==> config.mk <==
export PLATFORM = sky130hd
export DESIGN_NAME = cbd_sampler
export DESIGN_NICKNAME = d
export VERILOG_FILES = /design/src/rtl/cbd_sampler.sv
export SDC_FILE = /design/constraint.sdc
export NUM_CORES = 2
export LEC_CHECK = 0
export CAP_MARGIN = 20
export CORE_AREA = 4 4 602 604
export CTS_BUF_LIST = sky130_fd_sc_hd__clkbuf_4
export CTS_CLUSTER_DIAMETER = 40
export DETAILED_ROUTE_END_ITERATION = 6
export DIE_AREA = 0 0 606 608
export SYNTH_ARGS = -nofsm -noshare
export SYNTH_HDL_FRONTEND = slang
export SYNTH_SLANG_ARGS = --single-unit
==> constraint.sdc <==
create_clock -name clk -period 3.1 [get_ports clk]
set_input_delay 0.62 -clock clk [delete_from_list [all_inputs] [get_ports clk]]
set_output_delay 0.62 -clock clk [all_outputs]
set_load 0.02 [all_outputs]
==> src/rtl/cbd_sampler.sv <==
// Centered-binomial noise sampler: latches one PRF block and streams N_COEF coefficients mod Q.
// Macro CBD_ETA3_EN enables eta = 3 (n_num = 1); without it only eta = 2 is accepted.
//
// state  | meaning
// S_IDLE | waiting for a valid start
// S_RUN  | coefficient at coef_idx is valid, advances on coef_ready
// S_DONE | one-cycle done pulse, then back to S_IDLE
module cbd_sampler #(
  parameter int Q      = 3329,
  parameter int N_COEF = 256,
  parameter int B_SIZE = 1536
) (
  input  logic              clk,
  input  logic              rst,
  input  logic [0:B_SIZE-1] B,
  input  logic              start,
  input  logic [1:0]        n_num,
  input  logic              coef_ready,
  output logic              coef_valid,
  output logic [11:0]       coef,
  output logic [7:0]        coef_idx,
  output logic              busy,
  output logic              done
);

  typedef enum logic [1:0] {S_IDLE, S_RUN, S_DONE} state_t;

`ifdef CBD_ETA3_EN
  localparam int BW = B_SIZE;
`else
  localparam int BW = 1024;
`endif

  localparam logic [11:0] Q_L    = 12'(Q);
  localparam logic [7:0]  IDX_LAST = 8'(N_COEF - 1);

  state_t          state_q;
  logic [0:BW-1]   b_q;
  logic [7:0]      idx_q;
  logic            valid_q;
  logic            busy_q;
  logic            done_q;
  logic            start_ok;
  logic [2:0]      a_sum;
  logic [2:0]      b_sum;
  logic [2:0]      mag;
  logic [11:0]     coef_val;

`ifdef CBD_ETA3_EN
  logic eta3_q;
  assign start_ok = start && ((n_num == 2'd1) || (n_num == 2'd2));
`else
  logic unused_b;
  assign unused_b = ^B[BW:B_SIZE-1];
  assign start_ok = start && (n_num == 2'd2);
`endif

  // b_q is shifted by 2*eta per transfer, so the current coefficient always sits at b_q[0:2*eta-1].
  always_comb begin
    a_sum = '0;
    b_sum = '0;
`ifdef CBD_ETA3_EN
    if (eta3_q) begin
      a_sum = {2'b0, b_q[0]} + {2'b0, b_q[1]} + {2'b0, b_q[2]};
      b_sum = {2'b0, b_q[3]} + {2'b0, b_q[4]} + {2'b0, b_q[5]};
    end else begin
      a_sum = {2'b0, b_q[0]} + {2'b0, b_q[1]};
      b_sum = {2'b0, b_q[2]} + {2'b0, b_q[3]};
    end
`else
    a_sum = {2'b0, b_q[0]} + {2'b0, b_q[1]};
    b_sum = {2'b0, b_q[2]} + {2'b0, b_q[3]};
`endif
    mag      = (a_sum >= b_sum) ? (a_sum - b_sum) : (b_sum - a_sum);
    coef_val = (a_sum >= b_sum) ? {9'd0, mag} : (Q_L - {9'd0, mag});
  end

  always_ff @(posedge clk or negedge rst) begin
    if (!rst) begin
      state_q <= S_IDLE;
      b_q     <= '0;
      idx_q   <= '0;
      valid_q <= 1'b0;
      busy_q  <= 1'b0;
      done_q  <= 1'b0;
`ifdef CBD_ETA3_EN
      eta3_q  <= 1'b0;
`endif
    end else begin
      case (state_q)
        S_IDLE: begin
          done_q <= 1'b0;
          if (start_ok) begin
            b_q     <= B[0:BW-1];
`ifdef CBD_ETA3_EN
            eta3_q  <= (n_num == 2'd1);
`endif
            idx_q   <= '0;
            valid_q <= 1'b1;
            busy_q  <= 1'b1;
            state_q <= S_RUN;
          end
        end
        S_RUN: begin
          if (coef_ready) begin
            if (idx_q == IDX_LAST) begin
              valid_q <= 1'b0;
              done_q  <= 1'b1;
              state_q <= S_DONE;
            end else begin
              idx_q <= idx_q + 8'd1;
`ifdef CBD_ETA3_EN
              b_q   <= eta3_q ? (b_q << 6) : (b_q << 4);
`else
              b_q   <= b_q << 4;
`endif
            end
          end
        end
        S_DONE: begin
          done_q  <= 1'b0;
          busy_q  <= 1'b0;
          state_q <= S_IDLE;
        end
        default: begin
          valid_q <= 1'b0;
          busy_q  <= 1'b0;
          done_q  <= 1'b0;
          state_q <= S_IDLE;
        end
      endcase
    end
  end

  assign coef_valid = valid_q;
  assign coef       = valid_q ? coef_val : 12'd0;
  assign coef_idx   = idx_q;
  assign busy       = busy_q;
  assign done       = done_q;

endmodule

==> flow_summary.json <==
{
  "cts_tree": "yes",
  "final_cell_mix": "1036 x dfrtp_1, 1030 x nand3_1, 1028 x clkdlybuf4s50_1",
  "grt_max_degree": 116,
  "status": "finished with violations",
  "p_comb_share_pct": 33.6,
  "seq_power_share_pct": 42.4,
  "remaining_drc_errors": 0,
  "grt_pass1_wl_mm": 323,
  "synth.avg_cell_area_um2": 10.6,
  "antenna_found_initial": 93,
  "wire_per_inst_um": 18.7,
  "cts_root_buf": "clkbuf_4",
  "finalPower_w": 0.0574,
  "ys_ff_latch": 1037,
  "arrival_ns": 3.33,
  "timing.rr.end": "b_q[239]$_DFFE_PN0P_",
  "nNetsFinal": 8330,
  "synth_edf_count": 0,
  "grt_pass1_vias": 49700,
  "worstHoldPathCells": 3,
  "timing.reg2reg.setup_slack_ns": 0.50,
  "clkPwrFrac_pct": 24.0,
  "fmax_mhz": 253,
  "p_leak_nw": 34.1,
  "slew_headroom_pct": 46.0,
  "synthDistinctLibCells": 36,
  "rr_worst_depth": 6,
  "route.final.wire_length_mm": 221,
  "min-delay-start": "B[4]",
  "vias": 47000,
  "drt_iter0_markers": 3568,
  "place_hpwl_mm": 157,
  "start_kind": "flip-flop",
  "hold_class": "in -> reg",
  "cts.sinks": 1037,
  "multi_input_area_um2": 21200,
  "rsz0062_at_grt": "yes",
  "io_buffers": 1051,
  "ant_nets": 0,
  "path_max_fanout": 5,
  "ys_async_sr_fraction_pct": 100,
  "switching_share_pct": 36.7,
  "ir_drop_mv": 1.13,
  "violations": "setup timing",
  "syn_to_final_growth_pct": 62.5,
  "gp_congestion": 0.867,
  "setup_viol": 11,
  "synthCells": 4657,
  "num_rows": 220,
  "skew_ns": 0.196,
  "crit_required_ns": 2.48,
  "critical_path_class": "reg -> out",
  "tns_ns": -7.73,
  "seqCellArea_um2": 26000,
  "coreArea_um2": 358000,
  "worst_pin_slew_ns": 0.808,
  "clkLatencyLatePin_ns": 1.29,
  "cts.reportedPaths.clkPinSlew_ns": 0.07,
  "post-route-period-util_pct": 127,
  "yosysSeqAreaShare_pct": 52.5,
  "timing.rr.start": "state_q[0]$_DFFE_PN0P_",
  "p_per_area_nw_per_um2": 715,
  "dieArea_um2": 368000,
  "hold_viol": 0,
  "die_x_um": 606,
  "yosysWarnings": 0,
  "syn-num-nets": 6208,
  "hold_end": "b_q[4]$_DFFE_PN0P_",
  "start_util_pct": 13.8,
  "cap_violations": 0,
  "cts_made_buffers": 311,
  "intPower_w": 0.0364,
  "fin_ws_ns": -0.847,
  "maxSlewViolCount": 0,
  "viasPerCell": 3.97,
  "n_fill_cell": 38200,
  "dieHeight_um": 608,
  "ioPinCount": 1565,
  "min_period_ns": 3.95,
  "synthesis.area_um2": 49400,
  "synth_ff_type": "dfrtp_1",
  "drive_above_1_share_pct": 10.6,
  "h-tree-depth": 5,
  "layout_commonest_cell": "dfrtp_1",
  "clk_path_buf_depth": 4,
  "grt_overflow": 0,
  "firstDrtPassIters": 6,
  "cp-end-kind": "output port",
  "p_sw_w": 0.0210,
  "grtUsageTotal_pct": 11.4
}
[synthesized netlist by cell type (2+ instances only)]
cell type | n | area, um^2
buf_2 | 211 | 1060
nor2b_1 | 4 | 25.0
dfrtp_1 | 1037 | 25900
inv_1 | 8 | 30.0
and2_1 | 4 | 25.0
clkbuf_2 | 20 | 100
buf_4 | 94 | 706
nor2_1 | 6 | 22.5
a221o_1 | 2 | 20.0
clkbuf_1 | 129 | 484
o21ai_1 | 800 | 4000
buf_6 | 4 | 45.0
a31oi_1 | 5 | 31.3
a21o_1 | 2 | 15.0
a21oi_1 | 4 | 20.0
nand3_1 | 1031 | 5160
buf_1 | 5 | 18.8
a41o_1 | 2 | 20.0
ha_1 | 9 | 113
nand2_1 | 11 | 41.3
nor3_1 | 2 | 10.0
o21ai_0 | 230 | 1150
and3_1 | 4 | 25.0
mux2i_1 | 1021 | 10200
[power groups by stage]
stage	Sequential (W)	Combinational [W]	Clock (W)
after floorplan	0.0224	0.0119	0
after global placement	0.0245	0.0174	0
after detailed placement	0.0247	0.0178	0
after CTS	0.0245	0.0193	0.0143
after global routing	0.0252	0.0214	0.0150
final	0.0244	0.0193	0.0138
[registers in the layout (all words and copies together), names as in the netlist]
| signal | flops |
|---|---|
| busy | 1 |
| state_q | 2 |
| done | 1 |
| b_q | 1024 |
| coef_valid | 1 |
| coef_idx | 8 |
[per-stage QoR]
step                util [%]  instances  cell area, um^2  hold WS, ns  worst slack [ns]
floorplan                  -       4657            49400        0.324            0.0288
global placement        18.5      10200            66100        0.480            -0.273
detailed placement      18.5      10200            66100        0.490            -0.185
CTS                     22.4      11800            80000      0.00126             -1.14
global route            22.4      11800            80200       0.0546             -1.17
finish                  22.4      11800            80300        0.209            -0.847
[cell type report]
| class | count | share of cell area, % |
|---|---|---|
| clock buffer | 441 | 4.12 |
| timing repair buffer | 2272 | 28.7 |
| inverter | 8 | 0.0436 |
| tap | 4773 | 7.44 |
| antenna | 86 | 0.268 |
| sequential | 1037 | 32.3 |
| multi-input combinational | 3149 | 26.4 |
| clock inverter | 75 | 0.712 |
[worst max-delay path, stage by stage (launching register included)]
cell and delay (ns):
dfrtp_1 0.41, ha_4 0.30, buf_6 0.10, inv_4 0.03
ha_4 0.14, a211o_1 0.30, and3_4 0.19, ha_4 0.16
nor2b_1 0.11, buf_4 0.17, buf_6 0.13
[metal layers]
layer  global-route usage, %  wire [um]
met1                    14.2      93400
met2                    18.7     103000
met3                    2.78      14900
met4                    4.87       9280
met5                       0        191
[cells by family after synthesis]
| kind of cell | after synthesis | synth area share, % |
|---|---|---|
| simple gates | 1068 | 10.8 |
| flops | 1037 | 52.5 |
| xor+xnor | 1 | 0.0177 |
| other cells | 1 | 0.00759 |
| fa+ha+maj | 9 | 0.228 |
| mux | 1021 | 20.7 |
| buf+inv | 471 | 4.94 |
| compound gates | 1049 | 10.7 |
[repair_timing]
action | 4_1_cts | 5_1_grt
endpoints found under the setup margin | 22 | 11
resized for setup | 95 | 4
setup buffers | 6 | 0
hold buffers | 995 | 0
endpoints found under the hold margin | 2031 | 0
pin swaps | 12 | 7
[how the worst max path moves through the flow]
stage	slack, ns	startpoint	cells past startpoint	to
finish	-0.85	b_q[3]$_DFFE_PN0P_	10	coef[5]
detailed placement	-0.18	b_q[0]$_DFFE_PN0P_	11	coef[7]
global route	-1.17	b_q[3]$_DFFE_PN0P_	10	coef[2]
CTS	-1.14	b_q[3]$_DFFE_PN0P_	10	coef[2]
global placement	-0.27	b_q[0]$_DFFE_PN0P_	11	coef[3]
floorplan	0.03	b_q[1]$_DFFE_PN0P_	10	coef[4]
No activity file was read; power rests on OpenSTA's default activity.
